--- config.mk ---
export PLATFORM = sky130hd
export DESIGN_NAME = bit_scan_64b
export DESIGN_NICKNAME = d
export VERILOG_FILES = /design/src/rtl/bit_scan_64b.sv
export SDC_FILE = /design/constraint.sdc
export NUM_CORES = 1
export LEC_CHECK = 0
export CORE_UTILIZATION = 50
export CTS_CLUSTER_SIZE = 10
export DETAILED_ROUTE_END_ITERATION = 8
export GPL_TIMING_DRIVEN = 0
export PLACE_DENSITY_LB_ADDON = 0.12
export SKIP_LAST_GASP = 1
export SLEW_MARGIN = 15
export SYNTH_ARGS = -nofsm -noshare
export SYNTH_HDL_FRONTEND = slang
export SYNTH_SLANG_ARGS = --single-unit
--- constraint.sdc ---
create_clock -name clk_i -period 4.2 [get_ports clk_i]
set_clock_uncertainty 0.1 [all_clocks]
set_input_delay 0.63 -clock clk_i [delete_from_list [all_inputs] [get_ports clk_i]]
set_output_delay 0.63 -clock clk_i [all_outputs]
set_load 0.02 [all_outputs]
--- src/rtl/bit_scan_64b.sv ---
// Sequential set-bit enumerator: walks a request mask lowest bit first and
// emits one index (binary and one-hot) per accepted output beat.
module bit_scan_64b #(
  parameter  int DATA_WIDTH = 64,
  localparam int IDX_WIDTH  = $clog2(DATA_WIDTH)
) (
  input  logic                  clk_i,
  input  logic                  rst_i,
  input  logic                  in_valid_i,
  output logic                  in_ready_o,
  input  logic [DATA_WIDTH-1:0] data_i,
  input  logic                  abort_i,
  output logic                  out_valid_o,
  input  logic                  out_ready_i,
  output logic [IDX_WIDTH-1:0]  out_idx_o,
  output logic [DATA_WIDTH-1:0] out_onehot_o,
  output logic                  out_last_o,
  output logic                  done_o,
  output logic [IDX_WIDTH:0]    cnt_o
);

  localparam int NUM_GROUPS = DATA_WIDTH / 8;
  localparam int GRP_W      = (NUM_GROUPS > 1) ? $clog2(NUM_GROUPS) : 1;

  typedef enum logic {IDLE, SCAN} state_t;

  state_t                state_q, state_d;
  logic [DATA_WIDTH-1:0] mask_r;
  logic [DATA_WIDTH-1:0] lowest;
  logic [IDX_WIDTH:0]    cnt_r;
  logic                  done_r;
  logic                  in_scan;
  logic                  handshake;

  logic [NUM_GROUPS-1:0] grp_any;
  logic [NUM_GROUPS-1:0] grp_onehot;
  logic [GRP_W-1:0]      grp_idx;
  logic [7:0]            sel_byte;
  logic [7:0]            byte_onehot;
  logic [2:0]            bit_idx;
  logic [GRP_W+2:0]      idx_full;

  assign in_scan   = (state_q == SCAN);
  assign lowest    = mask_r & (~mask_r + DATA_WIDTH'(1));
  assign handshake = in_scan & out_ready_i;

  // Two-level encoder: pick the lowest non-empty byte, then the lowest bit
  // inside it, so the index never depends on a full-width priority chain.
  always_comb begin
    grp_any  = '0;
    grp_idx  = '0;
    sel_byte = '0;
    bit_idx  = '0;
    for (int g = 0; g < NUM_GROUPS; g++) begin
      grp_any[g] = |mask_r[g*8 +: 8];
    end
    grp_onehot = grp_any & (~grp_any + NUM_GROUPS'(1));
    for (int g = 0; g < NUM_GROUPS; g++) begin
      if (grp_onehot[g]) begin
        grp_idx  = grp_idx | GRP_W'(g);
        sel_byte = sel_byte | mask_r[g*8 +: 8];
      end
    end
    byte_onehot = sel_byte & (~sel_byte + 8'd1);
    for (int b = 0; b < 8; b++) begin
      if (byte_onehot[b]) begin
        bit_idx = bit_idx | 3'(b);
      end
    end
    idx_full = {grp_idx, bit_idx};
  end

  assign in_ready_o   = ~in_scan;
  assign out_valid_o  = in_scan;
  assign out_idx_o    = in_scan ? idx_full[IDX_WIDTH-1:0] : '0;
  assign out_onehot_o = in_scan ? lowest : '0;
  assign out_last_o   = in_scan && ((mask_r & ~lowest) == '0);
  assign done_o       = done_r;
  assign cnt_o        = cnt_r;

  always_comb begin
    state_d = state_q;
    unique case (state_q)
      IDLE: begin
        if (in_valid_i && !abort_i && (data_i != '0)) begin
          state_d = SCAN;
        end
      end
      SCAN: begin
        if (abort_i || (handshake && out_last_o)) begin
          state_d = IDLE;
        end
      end
      default: state_d = IDLE;
    endcase
  end

  always_ff @(posedge clk_i) begin
    if (rst_i) begin
      state_q <= IDLE;
    end else begin
      state_q <= state_d;
    end
  end

  // Abort beats a simultaneous handshake: that beat is dropped, not counted.
  always_ff @(posedge clk_i) begin
    if (rst_i) begin
      mask_r <= '0;
      cnt_r  <= '0;
      done_r <= 1'b0;
    end else begin
      done_r <= 1'b0;
      if (!in_scan) begin
        if (in_valid_i && !abort_i) begin
          mask_r <= data_i;
          cnt_r  <= '0;
          if (data_i == '0) begin
            done_r <= 1'b1;
          end
        end
      end else if (abort_i) begin
        mask_r <= '0;
      end else if (handshake) begin
        mask_r <= mask_r & ~lowest;
        cnt_r  <= cnt_r + 1'b1;
        if (out_last_o) begin
          done_r <= 1'b1;
        end
      end
    end
  end

endmodule

== Word-level counts from Yosys, hierarchy flattened ==
Index checks and enable logic that the tools add are counted.

* Bits in registers: 73
* Input port bits: 69
* Output and inout port bits: 81
* Word-level logic and storage cells: 89

* Add/sub/neg operators: 4
* Equality and inequality tests: 3
* Muxes and demuxes: 41
* Bitwise logic cells: 17
* Reductions and logical operators: 20

{| class="wikitable"
|+ Operators with widths
! kind !! number
|-
| $mux W64 || 5
|-
| $and A64 B64 Y64 || 2
|-
| $logic_not A64 Y1 || 2
|-
| $not A64 Y64 || 2
|-
| $add A64 B1 Y64 const B || 1
|-
| $mux W8 || 8
|-
| $reduce_bool A64 Y1 || 1
|-
| $reduce_or A8 Y1 || 8
|-
| $or A8 B8 Y8 || 7
|-
| $mux W7 || 4
|-
| $mux W3 || 8
|-
| $add A8 B1 Y8 const B || 2
|-
| $and A8 B8 Y8 || 2
|-
| $not A8 Y8 || 2
|-
| $mux W1 || 10
|-
| $mux W2 || 4
|-
| $add A7 B1 Y7 const B || 1
|-
| $mux W6 || 1
|-
| $logic_and A1 B1 Y1 || 4
|-
| $ne A3 B2 Y1 const B || 1
|-
| $reduce_and A3 Y1 || 1
|-
| $ne A2 B1 Y1 const B || 1
|-
| $ne A2 B2 Y1 const B || 1
|-
| $pmux W1 S2 || 1
|-
| 6 further kinds || 6
|}

== Longest topological paths before layout ==
Gate-level depths: netlist (run 1).

* Depth in word-level cells: 30
* Mapped depth: 11
* Depth with buffers taken out: 8

== Worst setup path after synthesis (run 1) ==
OpenSTA, ideal clock, no wires.

* Path kind: register to output
* Start point: register mask_r[32]
* End point: output port out_idx_o[0]
* Arrival: 3.281 ns
* Required time: 3.470 ns
* Slack: 0.189 ns
* Stages on the path, launching flop included: 12
* Buffers on the path: 3
* Path through: dfxtp_1 -> buf_6 -> or4_4 -> buf_6 -> or4_4 -> nor4_2 -> clkbuf_1 -> nand3_1 -> o211ai_1 -> a21oi_1 -> a2111o_1 -> a211oi_1

* Cells in the longest elaborated chain, start to end: 22
* Elaborated cells between the ends (all ways): 23
* Classes of those cells: add/sub: 2; mux: 12; bitwise: 8; reduce/logical: 1

{| class="wikitable"
|+ Ends and longest elaborated chain
! what !! RTL line !! source
|-
| start: declaration || 28 || <nowiki>logic [DATA_WIDTH-1:0] mask_r;</nowiki>
|-
| start signal: assignment || 116 || <nowiki>mask_r <= data_i;</nowiki>
|-
| start signal: assignment || 125 || <nowiki>mask_r <= mask_r & ~lowest;</nowiki>
|-
| $reduce_or A8 Y1 || 55 || <nowiki>grp_any[g] = |mask_r[g*8 +: 8];</nowiki>
|-
| $not A8 Y8 || 57 || <nowiki>grp_onehot = grp_any & (~grp_any + NUM_GROUPS'(1));</nowiki>
|-
| $add A8 B1 Y8 || 57 ||
|-
| $and A8 B8 Y8 || 57 ||
|-
| $mux W8 || 59 || <nowiki>if (grp_onehot[g]) begin</nowiki>
|-
| $or A8 B8 Y8 || 61 || <nowiki>sel_byte = sel_byte | mask_r[g*8 +: 8];</nowiki>
|-
| $mux W8 || 59 ||
|-
| $or A8 B8 Y8 || 61 ||
|-
| [3 not listed] || n/a ||
|-
| $not A8 Y8 || 64 || <nowiki>byte_onehot = sel_byte & (~sel_byte + 8'd1);</nowiki>
|-
| $add A8 B1 Y8 || 64 ||
|-
| $and A8 B8 Y8 * || 64 ||
|-
| $mux W1 || 66 || <nowiki>if (byte_onehot[b]) begin</nowiki>
|-
| $mux W2 (2 in series) || 66 ||
|-
| $mux W3 (3 in series) || 66 ||
|-
| $mux W3 * || 66 ||
|-
| $mux W6 * || 75 || <nowiki>assign out_idx_o = in_scan ? idx_full[IDX_WIDTH-1:0] : '0;</nowiki>
|-
| end: declaration || 15 || <nowiki>output logic [IDX_WIDTH-1:0] out_idx_o,</nowiki>
|}

Mark *: on every way between the ends. The rest lies on a longest branch, timed or not.

== Worst setup path in the final report (run 1) ==
* Start point: register mask_r[33]
* End point: output port out_last_o

* Cells in the longest elaborated chain, start to end: 7

{| class="wikitable"
|+ Ends and longest elaborated chain
! what !! RTL line !! source
|-
| $not A64 Y64 || 44 || <nowiki>assign lowest = mask_r & (~mask_r + DATA_WIDTH'(1));</nowiki>
|-
| $add A64 B1 Y64 || 44 ||
|-
| $and A64 B64 Y64 || 44 ||
|-
| $not A64 Y64 || 77 || <nowiki>assign out_last_o = in_scan && ((mask_r & ~lowest) == '0);</nowiki>
|-
| $and A64 B64 Y64 * || 77 ||
|-
| $logic_not A64 Y1 * || 77 ||
|-
| $logic_and A1 B1 Y1 * || 77 ||
|-
| end: declaration || 17 || <nowiki>output logic out_last_o,</nowiki>
|}

Marked as above.

==> results.sh, run 1 <==
export IMPL_yosys_register_bits=73
export IMPL_track_usage_pct=51.0
export IMPL_place_hpwl_um=21400
export IMPL_avgViaCountPerCell=7.30
export IMPL_drt_wirelength_per_cell_um=26.6
export IMPL_fin_crit_sh_pct=104
export IMPL_slew_headroom_pct=23.8
export IMPL_synth_cell_types=62
export IMPL_arrival_ns=3.65
export IMPL_rows=38
export IMPL_first_pass_iters=9
export IMPL_drv_cap=0
export IMPL_regArea_um2=1500
export IMPL_clock_latency_ns=0.36
export IMPL_area_growth_pct=46.9
export IMPL_critical_path_class="register to output port"
export IMPL_yosys_warnings=0
export IMPL_drt_iter0_drc=1323
export IMPL_clockRootBuffer="clkbuf_16"
export IMPL_syn_avg_cell_area_um2=6.85
export IMPL_setup_violations=4
export IMPL_path_clk_slew_ns=0.06
export IMPL_fin_tns_setup_ns=-0.423
export IMPL_start_kind="register"
export IMPL_antennaDiodeCount=0
export IMPL_grt_ovfl_total=0
export IMPL_violations="DRC, setup timing"
export IMPL_post_route_min_period_ns=4.38
export IMPL_power_total_mw=2.66
export IMPL_cp_data_required_time_ns=3.47
export IMPL_drv_slew=0
export IMPL_via_count=8378
export IMPL_grt_pass1_vias=7792
export IMPL_coreArea_um2=10900
export IMPL_ys_flop_type="dfxtp_1"
export IMPL_cts_made_buffers=9
export IMPL_ant_nets=0
export IMPL_wl_um=30600
export IMPL_async_reset_ff_share_pct=0
export IMPL_finalHoldViolations=0
export IMPL_tightestPinTransition_ns=1.14
export IMPL_synth_edf_count=0
export IMPL_final_common_cell="clkdlybuf4s50_1"
export IMPL_die_y_um=109
export IMPL_ioPinCount=150
export IMPL_met1_usage_pct=60.9
export IMPL_drive_gt1_share_pct=14.5
export IMPL_nFillCells=866
export IMPL_min_path_type="register to register"
export IMPL_powerDensity_nw_per_um2=319
export IMPL_crit_fanout=8
export IMPL_met3_usage_pct=17.8
export IMPL_cellLeakagePower_nw=3.14
export IMPL_post_route_util_pct=76.3
export IMPL_tritoncts="built"
export IMPL_outcome="finished with violations"
export IMPL_grt_pass1_wl_um=44200
export IMPL_grt_antenna_before_repair=0
export IMPL_htree_levels=3
export IMPL_seq_area_frac_synth_pct=25.7
export IMPL_syn_area_um2=5680
export IMPL_fin_nets=1072
export IMPL_rsz0062_at_grt="true"
export IMPL_synth_nets=900
export IMPL_gp_congestion=1.05
export IMPL_port_buffers=148
export IMPL_synth_cells=830
export IMPL_busiest_layer="met2"
export IMPL_initial_core_util_pct=52.0
export IMPL_timing_fmax_ghz=0.228
export IMPL_grt_max_degree=15
export IMPL_peakVddDrop_v=0.000374
export IMPL_drc=4
export IMPL_grt_util_met2_pct=74.2
export IMPL_end_kind="output port"
export IMPL_multi_input_area_um2=4280
export IMPL_cts_sinks=73
export IMPL_cts_buffer_depth=2
export IMPL_die_area_um2=11800
export IMPL_die_w_um=109
export IMPL_setup_ws_ns=-0.184
export IMPL_layout_common_cells="clkdlybuf4s50_1, nor2_1, o21ai_0, nand2_1, a21oi_1"
## final timing paths
kind	startpoint	depth (start not counted)	to	slack, ns
max	mask_r[33]	10	out_last_o	-0.18
min	mask_r[34]	2	mask_r[34]	0.44
max reg2reg	mask_r[33]	11	out_valid_o	0.55
min reg2reg	mask_r[34]	2	mask_r[34]	0.44
## repair_timing
| item | in CTS | in global routing |
|---|---|---|
| endpoints found under the setup margin | 46 | 20 |
| hold buffers | 0 | 0 |
| gates resized for setup | 103 | 36 |
| pin swaps | 24 | 6 |
| setup buffers | 35 | 3 |
## layout make-up
type	count	area share (%)
multi-input cells	655	51.3
repair buffers	186	21.2
flip-flops and latches	73	17.9
clock buffers	9	2.70
plain buffers	50	2.62
well taps	140	2.10
inverters	27	1.21
clock inverters	7	0.915
## flip-flops by register name, summed over array words and instances, names as in the netlist
register	count
done_o	1
cnt_o	7
mask_r	64
out_valid_o	1
## cells in the mapped netlist (all sizes together) (11+ instances only)
| cell type | n | area, um2 |
|---|---|---|
| or4 | 13 | 109 |
| nand4 | 16 | 100 |
| clkbuf | 66 | 248 |
| a21oi | 61 | 305 |
| nor2 | 105 | 394 |
| o21ai | 67 | 335 |
| dfxtp | 73 | 1460 |
| nor4 | 53 | 363 |
| and4 | 11 | 96.3 |
| and3 | 44 | 275 |
| nand3 | 18 | 90.1 |
| nand2 | 62 | 233 |
| nor3 | 41 | 205 |
| a22oi | 37 | 278 |
| inv | 27 | 101 |
## stage by stage
stage	hold WS, ns	worst slack (ns)	cell area (um2)	cells
6_report	0.441	-0.184	8340	1147
3_3_place_gp	0.427	-1.40	7340	1118
4_1_cts	0.432	-0.0288	8230	1149
2_1_floorplan	0.382	0.189	5680	830
5_1_grt	0.465	-0.184	8340	1147
3_5_place_dp	0.435	-1.31	7340	1118
## power breakdown
part | switching, mW | total [mW] | internal [mW] | leakage, nW
clock network | 0.353 | 0.819 | 0.466 | 0.143
registers | 0.0966 | 0.830 | 0.733 | 0.606
logic | 0.637 | 1.01 | 0.373 | 2.39
total | 1.09 | 2.66 | 1.57 | 3.14
## cells by family (layout without fill, tap and decap cells)
kind of cell	count (synthesis)	after routing	synth area share, %
flip-flops	73	73	25.7
adder cells (fa/ha/maj)	1	1	0.220
buffers and inverters	102	279	7.14
AO/OA/AOI/OAI	250	250	28.7
AND/OR/NAND/NOR	397	397	37.1
XOR/XNOR	5	5	0.771
multiplexers	2	2	0.374
## layer usage
metal  vias to the layer above  wire length, um  share of wire (%)
met5                         -               41               0.13
met4                         2             2750                9.0
met3                       252             4580                 15
met2                       816            12600                 41
met1                      3795            10600                 35
li1                       3513                -                  -
## critical path, cell delays in order, from the launching register on
cell      delay [ns]
dfxtp_2         0.38
or4_4           0.55
or4_4           0.46
nor4_4          0.39
clkbuf_8        0.22
buf_4           0.11
o21ai_0         0.13
a211o_1         0.32
nor4b_2         0.36
and3_4          0.26
buf_6           0.11
(Power assumes the default switching activity.)
==> run 2: changes to the inputs <==
--- a/config.mk
+++ b/config.mk
@@ -5,7 +5,9 @@
 export SDC_FILE = /design/constraint.sdc
 export NUM_CORES = 1
 export LEC_CHECK = 0
-export CORE_UTILIZATION = 50
+export ABC_AREA = 1
+export CORE_ASPECT_RATIO = 1.1
+export CORE_UTILIZATION = 51
 export CTS_CLUSTER_SIZE = 10
 export DETAILED_ROUTE_END_ITERATION = 8
 export GPL_TIMING_DRIVEN = 0
==> results.sh, run 2 <==
export IMPL_final_common_cell="nand2_1"
export IMPL_timing_fmax_ghz=0.250
export IMPL_drive_gt1_share_pct=5.45
export IMPL_min_path_type="register to register"
export IMPL_critical_path_class="register to output port"
export IMPL_layout_common_cells="nand2_1, nor2_1, clkdlybuf4s50_1, inv_1, nand3_1"
export IMPL_grt_antenna_before_repair=0
export IMPL_die_y_um=121
export IMPL_htree_levels=3
export IMPL_design_area_um2=8630
export IMPL_end_kind="output port"
export IMPL_synth_area_leader_cell="dfxtp_1"
export IMPL_min_from="cnt_o[6]"
export IMPL_cts_made_buffers=9
export IMPL_r2r_end="out_valid_o"
export IMPL_syn_avg_cell_area_um2=5.72
export IMPL_yosys_warnings=0
export IMPL_cts_buffer_depth=2
export IMPL_grt_max_degree=13
export IMPL_synth_most_common_cell="nand2_1"
export IMPL_fin_crit_sh_pct=95.3
export IMPL_fin_hold_ws_ns=0.409
export IMPL_antennaDiodeCount=0
export IMPL_synth_common_cells="nand2_1, nor2_1, inv_1"
export IMPL_multi_input_area_um2=4430
export IMPL_drv_slew=0
export IMPL_rsz0062_at_grt="false"
export IMPL_cellLeakagePower_nw=3.48
export IMPL_area_growth_pct=30.6
export IMPL_largest_register="mask_r"
export IMPL_synth_cells=1156
export IMPL_grt_ovfl_total=0
export IMPL_ioPinCount=150
export IMPL_largest_register_ffs=64
export IMPL_met1_usage_pct=55.3
export IMPL_gp_congestion=1.07
export IMPL_place_hpwl_um=26000
export IMPL_synth_edf_count=0
export IMPL_yosysTopAreaCellShare_pct=22.1
export IMPL_synth_area_leaders="dfxtp_1, nand2_1, nor2_1"
export IMPL_clock_latency_ns=0.35
export IMPL_instances_no_fill=1479
export IMPL_die_area_um2=13400
export IMPL_grt_pass1_vias=8601
export IMPL_seq_area_frac_synth_pct=22.1
export IMPL_post_route_min_period_ns=4.00
export IMPL_nFillCells=1196
export IMPL_yosys_register_bits=73
export IMPL_met3_usage_pct=10.6
export IMPL_die_w_um=111
export IMPL_place_area_um2=8300
export IMPL_ys_flop_type="dfxtp_1"
export IMPL_cts_sinks=73
export IMPL_placed_cells=1462
export IMPL_wl_um=32400
export IMPL_clockRootBuffer="clkbuf_16"
export IMPL_track_usage_pct=47.4
export IMPL_via_count=9477
export IMPL_slew_headroom_pct=40.3
export IMPL_finalHoldViolations=0
export IMPL_tightestPinTransition_ns=0.895
export IMPL_regArea_um2=1460
export IMPL_peakVddDrop_v=0.000241
export IMPL_hold_path_end="cnt_o[6]"
export IMPL_avgViaCountPerCell=6.41
export IMPL_post_route_util_pct=68.3
export IMPL_path_clk_slew_ns=0.06
export IMPL_crit_reg2reg_launch="mask_r[0]"
export IMPL_power_total_mw=2.69
export IMPL_ff2ff_path_depth=14
export IMPL_rows=43
export IMPL_drc=0
export IMPL_outcome="finished, final reports clean"
export IMPL_dp_slack_ns=0.172
export IMPL_syn_area_um2=6610
export IMPL_arrival_ns=3.27
export IMPL_async_reset_ff_share_pct=0
export IMPL_setup_violations=0
export IMPL_crit_fanout=7
export IMPL_tritoncts="built"
export IMPL_r2r_slack_ns=0.91
export IMPL_ant_nets=0
export IMPL_initial_core_util_pct=52.3
export IMPL_fin_nets=1388
export IMPL_drt_wirelength_per_cell_um=21.9
export IMPL_coreArea_um2=12600
export IMPL_drv_cap=0
export IMPL_port_buffers=149
export IMPL_synth_cell_types=36
export IMPL_grt_pass1_wl_um=48000
export IMPL_powerDensity_nw_per_um2=311
export IMPL_synth_nets=1226
export IMPL_cp_data_required_time_ns=3.47
export IMPL_fin_tns_setup_ns=0
export IMPL_busiest_layer="met2"
export IMPL_grt_util_met2_pct=75.5
export IMPL_start_kind="register"
export IMPL_worst_hold_path_num_cells=1
export IMPL_first_pass_iters=6
export IMPL_drt_iter0_drc=1268
export IMPL_setup_ws_ns=0.196
[run 2: changes by cell type after synthesis, sizes merged, moves of 19 or more]
cell / delta
nor2: +114
a22oi: -37
and3: -44
a221oi: +52
inv: +120
nand4: +19
nor4: -27
nand3: +80
clkbuf: -31
o21ai: -57
nor3: +24
nand2: +217
[run 2: repair_timing]
action                                  CTS  global route
endpoints found under the setup margin    1             2
setup buffers                             0             2
hold buffers                              0             0
gates resized for setup                   3             5
pin swaps                                 0             1
cloned                                    0             0
[run 2: cells by family after synthesis]
logic type,count (synthesis),synth area share (%)
flip-flops,73,22.1
AND/OR/NAND/NOR,734,50.9
AO/OA/AOI/OAI,157,15.7
buffers and inverters,191,11.1
adder cells (fa/ha/maj),1,0.189
[run 2: how the worst max path moves through the flow]
| stage | start | to | depth (start not counted) |
|---|---|---|---|
| floorplan | mask_r[14] | out_idx_o[1] | 14 |
| global placement | mask_r[5] | out_last_o | 14 |
| detailed placement | mask_r[5] | out_last_o | 14 |
| CTS | mask_r[5] | out_last_o | 12 |
| global route | mask_r[8] | out_idx_o[0] | 16 |
| finish | mask_r[18] | out_idx_o[2] | 15 |
[run 2: critical path: stages (launching register included)]
cell and delay (ns):
dfxtp_1 0.53, nor2_4 0.09, nand2_1 0.17, inv_1 0.11, nand2_1 0.15, nor2_4 0.08
nand2_1 0.18, inv_2 0.06, nand2_2 0.13, nor2_1 0.09, inv_1 0.06, nand3_1 0.10
nor2_1 0.19, nand4_1 0.16, a21oi_1 0.20, clkdlybuf4s50_1 0.63
[run 2: area by class of cell]
cell class / count / share of cell area, %
inverter: 148 / 6.48
sequential: 73 / 16.9
clock buffer: 10 / 2.77
tap: 157 / 2.28
buffer: 43 / 2.06
multi-input combinational: 892 / 51.4
timing repair buffer: 151 / 17.5
clock inverter: 5 / 0.652
[run 2: report_power, final]
group | internal, mW | switching [mW] | total, mW
registers | 0.752 | 0.101 | 0.852
logic | 0.316 | 0.709 | 1.02
clock network | 0.472 | 0.337 | 0.809
total | 1.54 | 1.15 | 2.69
[run 2: routing by layer]
layer	routed length (um)	up-vias
met3	3740	198
met4	2720	0
met2	14200	746
met1	11700	4281
li1	-	4252
met5	0	-
==> run 3: changes to the inputs <==
--- a/config.mk
+++ b/config.mk
@@ -12,6 +12,7 @@
 export DETAILED_ROUTE_END_ITERATION = 8
 export GPL_TIMING_DRIVEN = 0
 export PLACE_DENSITY_LB_ADDON = 0.12
+export REMOVE_ABC_BUFFERS = 1
 export SKIP_LAST_GASP = 1
 export SLEW_MARGIN = 15
 export SYNTH_ARGS = -nofsm -noshare
==> results.sh, run 3 (synthesis gave the netlist of run 2 again) <==
export IMPL_grt_antenna_before_repair=0
export IMPL_p_seq_share_pct=31.5
export IMPL_p_int_mw=1.54
export IMPL_arrival_ns=3.46
export IMPL_tightestPinTransition_ns=0.944
export IMPL_cts_made_buffers=9
export IMPL_place_hpwl_um=23700
export IMPL_track_usage_pct=44.6
export IMPL_drv_slew=0
export IMPL_avgViaCountPerCell=6.29
export IMPL_setup_ws_ns=0.0131
export IMPL_via_count=9066
export IMPL_grt_pass1_vias=8286
export IMPL_cts_hold_buf=0
export IMPL_grt_pass1_wl_um=45800
export IMPL_swShare_pct=43.2
export IMPL_layout_common_cells="nand2_1, nor2_1, clkdlybuf4s50_1, inv_1, nand3_1"
export IMPL_fin_crit_sh_pct=99.7
export IMPL_start_kind="register"
export IMPL_nFillCells=1148
export IMPL_wl_um=30300
export IMPL_clockRootBuffer="clkbuf_16"
export IMPL_clockPowerShare_pct=31.3
export IMPL_ioPinCount=150
export IMPL_cpMaxStageDelayCell="clkdlybuf4s50_1"
export IMPL_powerDensity_nw_per_um2=315
export IMPL_end_kind="output port"
export IMPL_first_pass_iters=6
export IMPL_tritoncts="built"
export IMPL_design_area_um2=8640
export IMPL_rsz0062_at_grt="true"
export IMPL_comb_power_share_pct=37.2
export IMPL_cts_buffer_depth=2
export IMPL_min_from="cnt_o[6]"
export IMPL_min_path_type="register to register"
export IMPL_finalHoldViolations=0
export IMPL_drt_wirelength_per_cell_um=21.0
export IMPL_coreArea_um2=12600
export IMPL_path_clk_slew_ns=0.07
export IMPL_die_area_um2=13400
export IMPL_gp_congestion=1.07
export IMPL_peakVddDrop_v=0.000268
export IMPL_cts_sinks=73
export IMPL_fin_hold_ws_ns=0.425
export IMPL_outcome="finished, final reports clean"
export IMPL_drt_iter0_drc=1282
export IMPL_crit_path_cell_trace="clkinv_8 -> buf_16 -> a21oi_1 -> nand3_1 -> nor2_1 -> nand2_1 -> nor2_1 -> nand2_1 -> nor2_1 -> nand2_1 -> nor2_1 -> nand2_1 -> nor2_1 -> nand2_1 -> nor3_2 -> clkdlybuf4s50_1"
export IMPL_port_buffers=149
export IMPL_htree_levels=3
export IMPL_clock_latency_ns=0.36
export IMPL_cp_startpoint="out_valid_o"
export IMPL_fin_nets=1350
export IMPL_p_sw_mw=1.17
export IMPL_post_route_min_period_ns=4.19
export IMPL_die_y_um=121
export IMPL_largest_register_ffs=64
export IMPL_place_area_um2=8210
export IMPL_crit_fanout=92
export IMPL_drive_gt1_share_pct=7.63
export IMPL_crit_reg2reg_launch="mask_r[2]"
export IMPL_drc=0
export IMPL_ant_nets=0
export IMPL_initial_core_util_pct=52.3
export IMPL_area_growth_pct=30.7
export IMPL_drv_cap=0
export IMPL_dp_slack_ns=0.0466
export IMPL_antennaDiodeCount=0
export IMPL_grt_ovfl_total=0
export IMPL_cp_data_required_time_ns=3.47
export IMPL_slew_headroom_pct=36.5
export IMPL_setup_violations=0
export IMPL_critical_path_class="register to output port"
export IMPL_timing_fmax_ghz=0.239
export IMPL_rows=43
export IMPL_cellLeakagePower_nw=3.50
export IMPL_grt_max_degree=93
export IMPL_final_common_cell="nand2_1"
export IMPL_critPathMaxStageDelay_ns=0.62
export IMPL_largest_register="mask_r"
export IMPL_die_w_um=111
[run 3: cell types whose count changed in the layout (fill, tap and decap cells not counted), sizes merged]
cell and change:
clkbuf -36, inv +4, buf -2, clkdlybuf4s50 -2, clkinv -1, clkinvlp -1
dlymetal6s2s +1
[run 3: routing by layer]
layer  vias up  global-route usage (%)  share of wire [%]
met2       667                    72.9                 46
li1       4174                       -                  -
met3       141                    7.59                 10
met4         0                    28.8                6.7
met5         -                       0                  0
met1      4084                    54.4                 37
[run 3: worst max-delay path, delay by kind of cell (launching register included)]
family	cells	cell delay [ns]
DFF	1	0.47
buffers and inverters	3	1.13
AOI/OAI and AO/OA	1	0.27
and+or+nand+nor	12	1.22
[run 3: what timing repair did]
| item | 4_1_cts | 5_1_grt |
|---|---|---|
| cloned | 0 | 0 |
| gates resized for setup | 6 | 25 |
| endpoints found under the setup margin | 2 | 4 |
| buffers inserted | 2 | 2 |
| pin swaps | 1 | 2 |
[run 3: area by class of cell]
type	count	area, um2	area share (%)
Sequential cell	73	1470	17.0
Tap cell	157	196	2.27
Clock inverter	7	83.8	0.971
Clock buffer	9	225	2.61
Inverter	148	571	6.61
Multi-Input combinational cell	892	4490	52.0
Timing Repair Buffer	156	1600	18.5
[run 3: power groups by stage]
stage	clock, mW	combinational, mW	sequential (mW)
3_3_place_gp	0	0.935	0.858
5_1_grt	0.876	1.09	0.858
3_5_place_dp	0	0.946	0.860
2_1_floorplan	0	0.623	0.825
4_1_cts	0.840	0.962	0.845
6_report	0.850	1.01	0.856
[run 3: worst paths after layout]
check,to,slack [ns],cells past startpoint
setup / recovery,out_last_o,0.01,16
hold / removal,cnt_o[6],0.43,1
setup reg to reg,out_valid_o,1.35,16
hold reg to reg,cnt_o[6],0.43,1
[run 3: stage by stage]
| stage | util [%] | setup TNS (ns) | cells | power, mW |
|---|---|---|---|---|
| global placement | 64.2 | -438.87 | 1419 | 1.79 |
| floorplan | - | -153.21 | 1113 | 1.45 |
| global route | 68.3 | -0.139 | 1442 | 2.83 |
| CTS | 67.7 | 0 | 1440 | 2.65 |
| detailed placement | 64.9 | 0 | 1422 | 1.81 |
| finish | 68.3 | 0 | 1442 | 2.72 |
